`src/rtl/nn_pkg.sv`:
```
// ----------------------------------------------------------------------------
// nn_pkg
//   Shared definitions for the neuron datapath of the network accelerator.
//
//   Contents:
//     DATA_W      width of activations and weights (signed)
//     ACC_W       width of the neuron accumulator (signed)
//     PROD_W      width of one activation*weight product (signed)
//     mac_state_t control states of the multiply-accumulate engine
// ----------------------------------------------------------------------------
package nn_pkg;

  localparam int DATA_W = 8;
  localparam int ACC_W  = 32;
  localparam int PROD_W = 16;

  typedef enum logic [1:0] {
    IDLE  = 2'd0,
    ACCUM = 2'd1,
    DRAIN = 2'd2,
    DONE  = 2'd3
  } mac_state_t;

endpackage

```
`src/rtl/sat_add32.sv`:
```
// ----------------------------------------------------------------------------
// sat_add32
//   32-bit signed adder used as the accumulate step of mac_accumulator.
//
//   Build option:
//     MAC_SATURATE_EN defined   : result clamps to [-2^31, 2^31-1] and ovf
//                                 reports that a clamp happened.
//     MAC_SATURATE_EN undefined : result wraps in two's complement and ovf
//                                 is constant 0.
//
//   Ports:
//     a    in  ACC_W  signed addend (running accumulator)
//     b    in  ACC_W  signed addend (sign-extended product)
//     sum  out ACC_W  signed result
//     ovf  out 1      clamp indicator for this addition
// ----------------------------------------------------------------------------
module sat_add32
  import nn_pkg::*;
(
  input  logic [ACC_W-1:0] a,
  input  logic [ACC_W-1:0] b,
  output logic [ACC_W-1:0] sum,
  output logic             ovf
);

`ifdef MAC_SATURATE_EN

  localparam logic [ACC_W-1:0] ACC_MAX = {1'b0, {(ACC_W-1){1'b1}}};
  localparam logic [ACC_W-1:0] ACC_MIN = {1'b1, {(ACC_W-1){1'b0}}};

  logic signed [ACC_W:0] wide;

  // One guard bit is enough: the sum of two ACC_W-bit signed values always
  // fits in ACC_W+1 bits, so the top two bits disagree exactly on overflow.
  function automatic logic sat_ovf(input logic signed [ACC_W:0] v);
    return v[ACC_W] != v[ACC_W-1];
  endfunction

  function automatic logic [ACC_W-1:0] sat_clamp(input logic signed [ACC_W:0] v);
    if (!sat_ovf(v)) begin
      return v[ACC_W-1:0];
    end else if (v[ACC_W]) begin
      return ACC_MIN;
    end else begin
      return ACC_MAX;
    end
  endfunction

  assign wide = $signed({a[ACC_W-1], a}) + $signed({b[ACC_W-1], b});
  assign sum  = sat_clamp(wide);
  assign ovf  = sat_ovf(wide);

`else

  assign sum = a + b;
  assign ovf = 1'b0;

`endif

endmodule

```
`src/rtl/mac_accumulator.sv`:
```
// ----------------------------------------------------------------------------
// mac_accumulator
//   Sequential multiply-accumulate engine for one neuron. Accepts a stream of
//   signed activation/weight pairs, accumulates their products onto a 32-bit
//   bias and presents the finished sum to the activation stage.
//
//   Build option:
//     MAC_SATURATE_EN  selects a saturating accumulate (with sticky overflow)
//                      instead of the default wrapping accumulate; the choice
//                      is made inside sat_add32.
//
//   Parameters:
//     MAX_LEN      maximum number of pairs per neuron (larger len is clamped)
//     LEN_W        width of len
//
//   Ports:
//     clk          in  1       rising-edge clock
//     reset        in  1       synchronous, active-high; aborts any neuron
//     start        in  1       begin a neuron (IDLE only), samples bias/len
//     bias         in  ACC_W   signed initial accumulator value
//     len          in  LEN_W   number of pairs, 0..MAX_LEN
//     in_valid     in  1       x/w pair valid
//     in_ready     out 1       engine accepts a pair
//     x            in  DATA_W  signed activation
//     w            in  DATA_W  signed weight
//     acc_valid    out 1       accumulator holds the final sum
//     acc_ready    in  1       downstream consumes the result
//     accumulator  out ACC_W   signed running/final sum
//     overflow     out 1       sticky clamp flag for the current neuron
//     busy         out 1       engine is not idle
//
//   Pipeline: pairs are multiplied combinationally (p0), the product is
//   registered with its valid (p1), and added to the accumulator on the
//   following edge (p2). A gap in in_valid still retires the pending product.
// ----------------------------------------------------------------------------
module mac_accumulator
  import nn_pkg::*;
#(
  parameter int MAX_LEN = 256,
  parameter int LEN_W   = $clog2(MAX_LEN + 1)
) (
  input  logic              clk,
  input  logic              reset,
  input  logic              start,
  input  logic [ACC_W-1:0]  bias,
  input  logic [LEN_W-1:0]  len,
  input  logic              in_valid,
  output logic              in_ready,
  input  logic [DATA_W-1:0] x,
  input  logic [DATA_W-1:0] w,
  output logic              acc_valid,
  input  logic              acc_ready,
  output logic [ACC_W-1:0]  accumulator,
  output logic              overflow,
  output logic              busy
);

  localparam logic [LEN_W-1:0] MAX_LEN_V = LEN_W'(MAX_LEN);
  localparam logic [LEN_W-1:0] LEN_ONE   = LEN_W'(1);

  mac_state_t state;
  mac_state_t state_nxt;

  logic signed [PROD_W-1:0] x_p0;
  logic signed [PROD_W-1:0] w_p0;
  logic signed [PROD_W-1:0] prod_p0;
  logic                     vld_p0;

  logic signed [PROD_W-1:0] prod_p1;
  logic                     vld_p1;
  logic        [ACC_W-1:0]  prod_ext_p1;
  logic        [ACC_W-1:0]  sum_p1;
  logic                     sum_ovf_p1;

  logic signed [ACC_W-1:0]  acc_p2;
  logic                     ovf_p2;

  logic [LEN_W-1:0] count;
  logic [LEN_W-1:0] len_q;
  logic [LEN_W-1:0] len_clamped;
  logic             last_beat;

  function automatic logic [LEN_W-1:0] clamp_len(input logic [LEN_W-1:0] l);
    return (l > MAX_LEN_V) ? MAX_LEN_V : l;
  endfunction

  assign len_clamped = clamp_len(len);

  // ---- stage p0: handshake and combinational product ----
  // Operands are widened to the product width first; the product of two
  // 8-bit signed values always fits in 16 signed bits.
  assign x_p0      = PROD_W'($signed(x));
  assign w_p0      = PROD_W'($signed(w));
  assign prod_p0   = x_p0 * w_p0;
  assign vld_p0    = in_valid & in_ready;
  assign last_beat = vld_p0 & (count == len_q - LEN_ONE);

  // ---- stage p1: registered product, sign-extended into the adder ----
  assign prod_ext_p1 = {{(ACC_W-PROD_W){prod_p1[PROD_W-1]}}, prod_p1};

  sat_add32 u_sat_add32 (
    .a   (acc_p2),
    .b   (prod_ext_p1),
    .sum (sum_p1),
    .ovf (sum_ovf_p1)
  );

  // State register
  always_ff @(posedge clk) begin
    if (reset) begin
      state <= IDLE;
    end else begin
      state <= state_nxt;
    end
  end

  // Next-state logic
  always_comb begin
    state_nxt = state;
    unique case (state)
      IDLE: begin
        if (start) begin
          state_nxt = (len_clamped == '0) ? DONE : ACCUM;
        end
      end
      ACCUM: begin
        if (last_beat) begin
          state_nxt = DRAIN;
        end
      end
      DRAIN: begin
        state_nxt = DONE;
      end
      DONE: begin
        if (acc_ready) begin
          state_nxt = IDLE;
        end
      end
      default: begin
        state_nxt = IDLE;
      end
    endcase
  end

  // Outputs decoded from state only, so no input reaches an output
  // combinationally.
  always_comb begin
    in_ready  = 1'b0;
    acc_valid = 1'b0;
    busy      = 1'b1;
    unique case (state)
      IDLE:    busy      = 1'b0;
      ACCUM:   in_ready  = 1'b1;
      DRAIN:   ;
      DONE:    acc_valid = 1'b1;
      default: busy      = 1'b0;
    endcase
  end

  // Datapath and counters. A start only loads in IDLE; everywhere else the
  // pending product retires and a newly accepted pair becomes pending.
  always_ff @(posedge clk) begin
    if (reset) begin
      prod_p1 <= '0;
      vld_p1  <= 1'b0;
      acc_p2  <= '0;
      ovf_p2  <= 1'b0;
      count   <= '0;
      len_q   <= '0;
    end else if (state == IDLE && start) begin
      acc_p2  <= bias;
      ovf_p2  <= 1'b0;
      count   <= '0;
      len_q   <= len_clamped;
      vld_p1  <= 1'b0;
    end else begin
      // ---- stage p1 -> p2: accumulate ----
      if (vld_p1) begin
        acc_p2 <= sum_p1;
        ovf_p2 <= ovf_p2 | sum_ovf_p1;
      end
      // ---- stage p0 -> p1: capture product ----
      vld_p1 <= vld_p0;
      if (vld_p0) begin
        prod_p1 <= prod_p0;
        count   <= count + LEN_ONE;
      end
    end
  end

  assign accumulator = acc_p2;
  assign overflow    = ovf_p2;

endmodule

```
`config.mk`:
```
export PLATFORM = sky130hd
export DESIGN_NAME = mac_accumulator
export DESIGN_NICKNAME = d
export VERILOG_FILES = /design/src/rtl/nn_pkg.sv /design/src/rtl/sat_add32.sv /design/src/rtl/mac_accumulator.sv
export SDC_FILE = /design/constraint.sdc
export NUM_CORES = 1
export LEC_CHECK = 0
export ABC_CLOCK_PERIOD_IN_PS = 4800
export BUFFER_PORTS_ARGS = -buffer_cell sky130_fd_sc_hd__buf_2
export CELL_PAD_IN_SITES_DETAIL_PLACEMENT = 1
export CELL_PAD_IN_SITES_GLOBAL_PLACEMENT = 2
export CORE_UTILIZATION = 36
export DETAILED_ROUTE_END_ITERATION = 7
export GPL_ROUTABILITY_DRIVEN = 0
export GPL_TIMING_DRIVEN = 0
export PLACE_DENSITY_LB_ADDON = 0.1
export SLEW_MARGIN = 20
export SYNTH_ARGS = -nofsm -noshare
export SYNTH_HDL_FRONTEND = slang
export SYNTH_HIERARCHICAL = 1
export SYNTH_SLANG_ARGS = --single-unit
export TNS_END_PERCENT = 20
```
`constraint.sdc`:
```
create_clock -name clk -period 4.8 [get_ports clk]
set_input_delay 0 -clock clk [delete_from_list [all_inputs] [get_ports clk]]
set_output_delay 0 -clock clk [all_outputs]
set_load 0.01 [all_outputs]
```
==> results of run 1 <==
-- what timing repair did --
item,in CTS,in global routing
endpoints found under the hold margin,42,0
hold buffers,42,0
buffers inserted,0,0
-- power by group --
| group | switching [mW] | internal (mW) | total [mW] |
|---|---|---|---|
| Clock | 0.271 | 0.362 | 0.633 |
| Combinational | 1.25 | 0.926 | 2.17 |
| Sequential | 0.112 | 0.691 | 0.804 |
-- worst max path at each step --
stage                               endpoint  slack, ns  cells after the start
global route        prod_p1[14]$_SDFFE_PP0P_       0.27                     15
finish              prod_p1[14]$_SDFFE_PP0P_       0.48                     17
floorplan           prod_p1[13]$_SDFFE_PP0P_       0.80                     15
global placement    prod_p1[13]$_SDFFE_PP0P_       0.35                     16
detailed placement  prod_p1[13]$_SDFFE_PP0P_       0.27                     16
CTS                 prod_p1[14]$_SDFFE_PP0P_       0.47                     17
-- area by class of cell --
type                            count  area share [%]
Multi-Input combinational cell    673            61.7
Sequential cell                    70            15.9
Timing Repair Buffer              139            10.3
Tap cell                          265            3.77
Inverter                           83            3.54
Clock buffer                       12            2.80
Buffer                             34            1.68
Clock inverter                      4           0.256
-- logic make-up (layout without fill, tap and decap cells) --
group | Yosys count | count (layout) | synth area share, %
simple gates | 262 | 262 | 17.8
compound gates | 201 | 201 | 18.9
fa+ha+maj | 123 | 123 | 26.9
buf+inv | 117 | 272 | 6.30
flops | 70 | 70 | 19.2
xor+xnor | 54 | 54 | 6.48
mux | 32 | 32 | 4.39
other cells | 1 | 1 | 0.0514
-- worst reg2reg max path, stage by stage, from the launching register on --
cell	delay [ns]
dfxtp_1	0.84
ha_1	0.45
a211oi_1	0.33
o21ai_0	0.16
a221o_1	0.37
a311oi_2	0.29
nor3_1	0.15
a211oi_2	0.29
xnor2_1	0.15
mux2i_1	0.09
o21ai_1	0.14
-- flip-flops by register name, summed over array words and instances, names as in the netlist --
signal,cells
prod_p1,16
vld_p1,1
count,9
len_q,9
accumulator,32
overflow,1
state,2
-- cell usage after synthesis, types with 4 or more instances --
library cell	instances
nor2b_1	6
inv_1	82
a22o_1	9
and2_1	38
xnor2_1	33
o21bai_1	6
o21a_1	6
nand2b_1	6
nand3_1	9
nor3_1	13
and3_1	9
nand4_1	10
nor2_1	49
a21o_1	14
o21ai_1	28
a31oi_1	8
a211o_1	4
dfxtp_1	70
fa_1	56
nor3b_1	5
clkbuf_1	24
xor2_1	21
o21ai_0	29
a21oi_1	49
ha_1	67
nand2_1	100
mux2i_1	32
a211oi_1	10
-- through the flow --
stage	cell area [µm²]	total power, mW	setup slack, ns
floorplan	7290	2.41	0.804
global placement	8110	2.95	0.351
detailed placement	8110	2.99	0.273
CTS	8800	3.68	0.472
global route	8800	3.98	0.266
finish	8800	3.61	0.475
-- routing by layer --
layer	share of wire [%]	vias to the layer above	wire length, µm
met4	0.97	0	198
met2	48	70	9690
met5	0	-	0
met1	49	3086	10000
li1	-	3267	-
met3	2.2	14	441
==> results_dict.tcl, run 1 <==
set metrics [dict create \
    crit_chain "dlygate4sd3_1 -> buf_2 -> nand2b_1 -> fa_1 -> inv_1 -> fa_1 -> fa_1 -> inv_1 -> fa_1 -> inv_1 -> ha_1 -> o21a_1 -> o31a_1 -> o31a_1 -> nor2_1 -> or4_1 -> a31oi_1" \
    power_density_nw_per_um2 410 \
    die_area_um2 20800 \
    dr.pass1.iters 4 \
    synth_top_area_share_pct 19.2 \
    regArea_um2 1400 \
    multi_input_area_um2 5430 \
    critPathMaxStageDelay_ns 0.54 \
    syn-num-nets 1045 \
    drive_gt1_share_pct 13.4 \
    port_buffers 97 \
    slew_viol_final 0 \
    ios 98 \
    end_kind "flop" \
    clkLatencyLatePin_ns 0.35 \
    hold_class "in2reg" \
    grt_pass1_vias 6512 \
    start_util_pct 37.1 \
    area_delta_synth_final_pct 20.7 \
    r2r-end "accumulator[30]$_SDFFE_PP0P_" \
    p_leak_nw 3.98 \
    relSlewSlack_pct 34.5 \
    stdcell_count 1280 \
    chipHeight_um 144 \
    clock-sinks 70 \
    cts_tree "done" \
    dp_hpwl_mm 16.3 \
    crit_buf_inv 5 \
    min_to "prod_p1[0]$_SDFFE_PP0P_" \
    clk_pin_slew_ns 0.05 \
    synth_seq_cells 70 \
    r2r_slack_ns 1.47 \
    synth_area_leader_cell "dfxtp_1" \
    critical_path_required_ns 5.06 \
    dp.cells 1222 \
    grt_overflow 0 \
    synthCells 860 \
    dieWidth_um 144 \
    max_freq_mhz 231 \
    worst_slew_pin_slew_ns 0.979 \
    seq_area_frac_synth_pct 19.2 \
    grtUsageTotal_pct 20.4 \
    r2r-start "prod_p1[15]$_SDFFE_PP0P_" \
    path_class "in2reg" \
    grt_util_met3_pct 2.62 \
    outcome "complete, no violations" \
    critical_path.top_delay_family "adder cells" \
    antenna_found_initial 0 \
    grt-busiest-layer "met2" \
    viasPerCell 5.03 \
    drt-wirelength-per-cell_um 15.9 \
    synth_area_um2 7290 \
    drc 0 \
    synthTopCellsByArea "dfxtp_1 19%, fa_1 15%, ha_1 11%" \
    ff2ff_path_depth 10 \
    hold_path_startpoint "w[0]" \
    numCtsBuffers 9 \
    ys_warn_count 6 \
    grt_start_max_net_pins 19 \
    ys.flop_type "dfxtp_1" \
    antenna_cells 0 \
    cts_buffer_depth 2 \
    synth_edf_count 0 \
    synth_cell_type_count 70 \
    setup.worst_path.start "x[0]" \
    htree_levels 3 \
    fin_nets 1195 \
    worstPathMaxFanout 8 \
    fill_cells 2442 \
    grt_pass1_wl_mm 33.1 \
    drt_iter0_markers 166 \
    rsz0062_at_grt "false" \
    dr_total_vias 6437 \
    fin_crit_ns 4.32 \
    worstPathArrival_ns 4.59 \
    final_cell_mix "100 x nand2_1, 100 x buf_2, 82 x inv_1" \
    critPathMostFrequentCell "fa_1" \
    setup_viol 0 \
    cts_resized 0 \
    final_core_utilization_pct 44.8 \
    use_met1_pct 27.4 \
    use_met2_pct 34.8 \
    cp_slowest_cell "fa_1" \
    fin_skew_ns 0.0143 \
    peakVddDrop_mv 0.194 \
    clock-root-buffer "clkbuf_16" \
    avgSynthCellArea_um2 8.48 \
    setup_tns_ns 0 \
    async_flop_share_pct 0 \
    hold_depth 3 \
    rows 51 \
    fin_hold_ws_ns 0.0124 \
    hold_viol_final 0 \
    start_kind "input port" \
    wl_mm 20.3 \
    cap_viol_max_count 0 \
    period_share_pct 90.1 \
    drtAntennaViolNets 0 \
    core_area_um2 19700 \
]
Note: power is estimated with default switching activity, not from simulation.
==> inputs of run 2 (changes only) <==
--- a/config.mk
+++ b/config.mk
@@ -5,11 +5,12 @@
 export SDC_FILE = /design/constraint.sdc
 export NUM_CORES = 1
 export LEC_CHECK = 0
+export ABC_AREA = 1
 export ABC_CLOCK_PERIOD_IN_PS = 4800
 export BUFFER_PORTS_ARGS = -buffer_cell sky130_fd_sc_hd__buf_2
 export CELL_PAD_IN_SITES_DETAIL_PLACEMENT = 1
 export CELL_PAD_IN_SITES_GLOBAL_PLACEMENT = 2
-export CORE_UTILIZATION = 36
+export CORE_UTILIZATION = 33
 export DETAILED_ROUTE_END_ITERATION = 7
 export GPL_ROUTABILITY_DRIVEN = 0
 export GPL_TIMING_DRIVEN = 0
==> results_dict.tcl, run 2 <==
set metrics [dict create \
    outcome "complete, no violations" \
    wl_mm 24.2 \
    max_freq_mhz 243 \
    dr_total_vias 7851 \
    dp_hpwl_mm 20.1 \
    synth_cell_type_count 38 \
    antenna_found_initial 0 \
    largest_reg_flops 32 \
    drc 0 \
    cts_buffer_depth 2 \
    post-cts-setup-buffer-count 0 \
    ios 98 \
    htree_levels 3 \
    grtUsageTotal_pct 20.1 \
    numCtsBuffers 9 \
    clk_pin_slew_ns 0.06 \
    start_kind "input port" \
    dr.pass1.iters 4 \
    synthCells 1265 \
    setup_viol 0 \
    wl_met3_um 394 \
    fin_nets 1584 \
    grt_pass1_wl_mm 41.1 \
    start_util_pct 33.6 \
    ys.flop_type "dfxtp_1" \
    clkLatencyLatePin_ns 0.35 \
    syn-num-nets 1450 \
    end_kind "flop" \
    synth_area_um2 8150 \
    worstPathArrival_ns 4.36 \
    seq_area_frac_synth_pct 17.2 \
    hold_viol_final 0 \
    cts_tree "done" \
    grt_start_max_net_pins 19 \
    port_buffers 82 \
    ctsHoldBuffers 41 \
    p_leak_nw 5.45 \
    clock-root-buffer "clkbuf_16" \
    clock-sinks 70 \
    slew_viol_final 0 \
    yosysMostFrequentCell "nand2_1" \
    drt-wirelength-per-cell_um 14.0 \
    fin_skew_ns 0.0149 \
    core_area_um2 24200 \
    rsz0062_at_grt "false" \
    async_flop_share_pct 0 \
    met2_length_mm 11.6 \
    fill_cells 3235 \
    layout_commonest_cell "nand2_1" \
    synth_top_area_share_pct 17.5 \
    synth_seq_cells 70 \
    grt_pass1_vias 8276 \
    peakVddDrop_mv 0.144 \
    worst_slew_pin_slew_ns 0.786 \
    top_layer "met4" \
    antenna_cells 0 \
    critical_path_required_ns 5.05 \
    drt_iter0_markers 207 \
    cts_resized 0 \
    synthTopCellsByArea "nand2_1 17%, dfxtp_1 17%, fa_1 14%" \
    relSlewSlack_pct 47.6 \
    chipHeight_um 159 \
    period_share_pct 85.6 \
    dieWidth_um 159 \
    synth_common_cells "380 x nand2_1, 273 x inv_1, 88 x nor2_1, 70 x dfxtp_1, 67 x ha_1" \
    ys_warn_count 6 \
    grt_overflow 0 \
    path_class "in2reg" \
    synth_edf_count 0 \
    final_core_utilization_pct 40.0 \
    drive_gt1_share_pct 9.12 \
    cap_viol_max_count 0 \
    die_area_um2 25300 \
    power_density_nw_per_um2 387 \
    fin_crit_ns 4.11 \
    drtAntennaViolNets 0 \
    worstPathMaxFanout 8 \
    rows 57 \
    avgSynthCellArea_um2 6.44 \
    hold_class "in2reg" \
    m1WireLength_mm 11.9 \
    area_delta_synth_final_pct 18.9 \
    setup_tns_ns 0 \
    final_cell_mix "380 x nand2_1, 273 x inv_1, 89 x buf_2" \
    synth_area_leader_cell "nand2_1" \
    viasPerCell 4.55 \
]
[run 2: kinds of logic (layout without fill, tap and decap cells)]
| kind of cell | after synthesis | in the layout | share of synthesized area, % |
|---|---|---|---|
| buffers and inverters | 308 | 446 | 14.3 |
| AND/OR/NAND/NOR | 577 | 577 | 29.0 |
| adder cells (fa/ha/maj) | 123 | 123 | 24.0 |
| AO/OA/AOI/OAI | 120 | 120 | 7.80 |
| XOR/XNOR | 34 | 34 | 3.65 |
| multiplexers | 32 | 32 | 3.93 |
| flip-flops | 70 | 70 | 17.2 |
| other | 1 | 1 | 0.0460 |
[run 2: report_power, final]
group	total, mW	switching [mW]	internal (mW)
combinational	2.20	1.36	0.847
sequential	0.801	0.113	0.688
clock	0.748	0.295	0.453
total	3.75	1.77	1.99
[run 2: stage by stage]
| step | power [mW] | instances | hold WS [ns] | worst slack [ns] | cell area, µm² |
|---|---|---|---|---|---|
| after floorplan | 2.42 | 1265 | 0.110 | 0.850 | 8150 |
| after global placement | 2.99 | 1671 | 0.199 | 0.297 | 8970 |
| after detailed placement | 3.02 | 1671 | 0.209 | 0.226 | 8970 |
| after CTS | 3.82 | 1727 | 0.0372 | 0.607 | 9690 |
| after global routing | 4.19 | 1727 | 0.0403 | 0.331 | 9690 |
| final | 3.75 | 1727 | 0.0404 | 0.691 | 9690 |
[run 2: final cells by class]
type | count | area, µm² | share of cell area, %
Multi-Input combinational cell | 887 | 5580 | 57.6
Inverter | 275 | 1030 | 10.7
Clock inverter | 6 | 87.6 | 0.904
Clock buffer | 9 | 225 | 2.32
Sequential cell | 70 | 1400 | 14.5
Timing Repair Buffer | 123 | 821 | 8.47
Tap cell | 324 | 405 | 4.18
Buffer | 33 | 136 | 1.41
[run 2: path summary, 6_finish.rpt]
path                                                from                            to  cells past startpoint  slack, ns
worst min-delay path                               reset         count[4]$_SDFFE_PP0P_                      4       0.04
worst max-delay path                                w[2]      prod_p1[15]$_SDFFE_PP0P_                     19       0.69
worst min register to register   prod_p1[0]$_SDFFE_PP0P_       prod_p1[0]$_SDFFE_PP0P_                      2       0.47
worst max register to register  prod_p1[15]$_SDFFE_PP0P_  accumulator[28]$_SDFFE_PP0P_                     11       2.27
[run 2: per-layer routing]
metal	up-vias	track usage, %
li1	4109	-
met1	3660	25.8
met2	63	35.7
met3	19	2.53
met4	0	4.90
met5	-	0
[run 2: worst max-delay path, cell delays in order]
cell	delay, ns
clkbuf_1	0.33
nand2_1	0.25
fa_1	0.76
inv_1	0.11
fa_1	0.55
inv_1	0.06
fa_1	0.50
fa_1	0.55
inv_1	0.05
ha_1	0.32
inv_1	0.09
nor3_1	0.24
nand3_1	0.10
nand3_1	0.14
inv_1	0.05
nand3_1	0.07
nand3_1	0.08
nand2_1	0.06
inv_1	0.03
==> inputs of run 3 (changes only) <==
--- a/config.mk
+++ b/config.mk
@@ -14,7 +14,7 @@
 export DETAILED_ROUTE_END_ITERATION = 7
 export GPL_ROUTABILITY_DRIVEN = 0
 export GPL_TIMING_DRIVEN = 0
-export PLACE_DENSITY_LB_ADDON = 0.1
+export PLACE_DENSITY = 0.88
 export SLEW_MARGIN = 20
 export SYNTH_ARGS = -nofsm -noshare
 export SYNTH_HDL_FRONTEND = slang
==> results_dict.tcl, run 3 (same netlist as run 2, synthesis figures left out) <==
set metrics [dict create \
    outcome "complete, no violations" \
    drc 0 \
    r2r-start "prod_p1[15]$_SDFFE_PP0P_" \
    p_comb_share_pct 61.0 \
    ff2ff_path_depth 11 \
    largest_reg_flops 32 \
    area_delta_synth_final_pct 18.3 \
    drt-wirelength-per-cell_um 14.1 \
    critical_path_required_ns 5.04 \
    p_leak_nw 5.42 \
    stdcell_count 1728 \
    grt_start_max_net_pins 19 \
    min_to "len_q[8]$_SDFFE_PP0P_" \
    dp.cells 1671 \
    cts_resized 0 \
    peakVddDrop_mv 0.160 \
    top_layer "met4" \
    antenna_found_initial 0 \
    internal_power_mw 1.89 \
    drive_gt1_share_pct 9.12 \
    path_class "in2reg" \
    r2r_slack_ns 2.15 \
    drtAntennaViolNets 0 \
    wl_met3_um 471 \
    chipHeight_um 159 \
    setup_viol 0 \
    worstPathArrival_ns 4.48 \
    critPathMostFrequentCell "inv_1" \
    dr_total_vias 8016 \
    grtUsageTotal_pct 20.2 \
    hold_path_startpoint "reset" \
    multi_input_area_um2 5580 \
    fin_nets 1584 \
    period_share_pct 88.4 \
    port_buffers 82 \
    layout_commonest_cell "nand2_1" \
    clock-root-buffer "clkbuf_16" \
    fill_cells 3231 \
    antenna_cells 0 \
    wl_mm 24.4 \
    final_cell_mix "380 x nand2_1, 273 x inv_1, 89 x buf_2" \
    power_density_nw_per_um2 378 \
    swShare_pct 48.2 \
    dieWidth_um 159 \
    pwr-share-seq_pct 21.9 \
    worst_slew_pin_slew_ns 0.888 \
    die_area_um2 25300 \
    ios 98 \
    hold_depth 4 \
    crit_chain "clkbuf_1 -> nand2_1 -> fa_1 -> inv_1 -> fa_1 -> inv_1 -> fa_1 -> fa_1 -> inv_1 -> ha_1 -> inv_1 -> nor3_1 -> nand3_1 -> nand3_1 -> inv_1 -> nand3_1 -> nand3_1 -> nand2_1 -> inv_1" \
    dp_hpwl_mm 20.1 \
    setup_tns_ns 0 \
    r2r-end "accumulator[28]$_SDFFE_PP0P_" \
    m1WireLength_mm 11.0 \
    pwr-share-clk_pct 17.1 \
    clkLatencyLatePin_ns 0.34 \
    core_area_um2 24200 \
    fin_skew_ns 0.00748 \
    fin_crit_ns 4.24 \
    drt_iter0_markers 200 \
    p_sw_mw 1.76 \
    critPathMaxStageDelay_ns 0.79 \
    cts_tree "done" \
    grt_pass1_wl_mm 41.3 \
    rsz0062_at_grt "false" \
    clk_pin_slew_ns 0.06 \
    worstPathMaxFanout 8 \
    dr.pass1.iters 6 \
    cap_viol_max_count 0 \
    cp_slowest_cell "fa_1" \
    numCtsBuffers 9 \
    hold_viol_final 0 \
    grt_overflow 0 \
    relSlewSlack_pct 40.7 \
    clock-sinks 70 \
    viasPerCell 4.64 \
    cts_buffer_depth 2 \
    regArea_um2 1400 \
    htree_levels 3 \
    rows 57 \
    start_kind "input port" \
    end_kind "flop" \
    hold_class "in2reg" \
    max_freq_mhz 236 \
    grt_pass1_vias 8583 \
    met2_length_mm 12.4 \
    start_util_pct 33.6 \
    slew_viol_final 0 \
]
[run 3: per-stage QoR]
stage / area (µm²) / util, % / setup WS [ns] / power [mW] / hold WS, ns
6_report: 9650 / 39.8 / 0.556 / 3.64 / 0.00192
5_1_grt: 9650 / 39.8 / 0.190 / 4.07 / 0.0333
3_3_place_gp: 8970 / 37.0 / 0.221 / 2.95 / 0.201
4_1_cts: 9650 / 39.8 / 0.524 / 3.71 / 0.00225
3_5_place_dp: 8970 / 37.0 / 0.154 / 3.04 / 0.206
2_1_floorplan: 8150 / - / 0.850 / 2.42 / 0.110
[run 3: power groups by stage]
stage / clock network [mW] / logic [mW] / registers [mW]
6_report: 0.624 / 2.22 / 0.797
5_1_grt: 0.676 / 2.58 / 0.814
4_1_cts: 0.650 / 2.26 / 0.800
3_5_place_dp: 0 / 2.23 / 0.812
3_3_place_gp: 0 / 2.14 / 0.809
2_1_floorplan: 0 / 1.62 / 0.798
[run 3: timing repair]
action,CTS,global route
endpoints found under the hold margin,41,0
hold buffers,41,0
buffers inserted,0,0
[run 3: routing by layer]
layer  vias to the layer above  global-route usage (%)
li1                       4110                       -
met1                      3782                    23.9
met2                        95                    37.7
met3                        29                    2.37
met4                         0                    6.16
met5                         -                       0
[run 3: worst max path at each step]
stage | cells after the start | to | startpoint
global placement | 19 | prod_p1[15]$_SDFFE_PP0P_ | w[2]
finish | 19 | prod_p1[15]$_SDFFE_PP0P_ | w[2]
CTS | 19 | prod_p1[15]$_SDFFE_PP0P_ | w[2]
floorplan | 19 | prod_p1[15]$_SDFFE_PP0P_ | w[2]
global route | 19 | prod_p1[15]$_SDFFE_PP0P_ | w[2]
detailed placement | 19 | prod_p1[15]$_SDFFE_PP0P_ | w[2]
[run 3: area by class of cell]
class | instances | area share, %
buffer | 33 | 1.41
clock buffer | 10 | 2.37
clock inverter | 6 | 0.402
inverter | 275 | 10.7
multi-input combinational | 887 | 57.9
sequential | 70 | 14.5
tap | 324 | 4.20
timing repair buffer | 123 | 8.51
[run 3: worst max-delay path, delay by kind of cell]
kind                       cells  cell delay [ns]
adders and majority gates      5             2.72
buffers and inverters          7             0.74
and+or+nand+nor                7             1.02
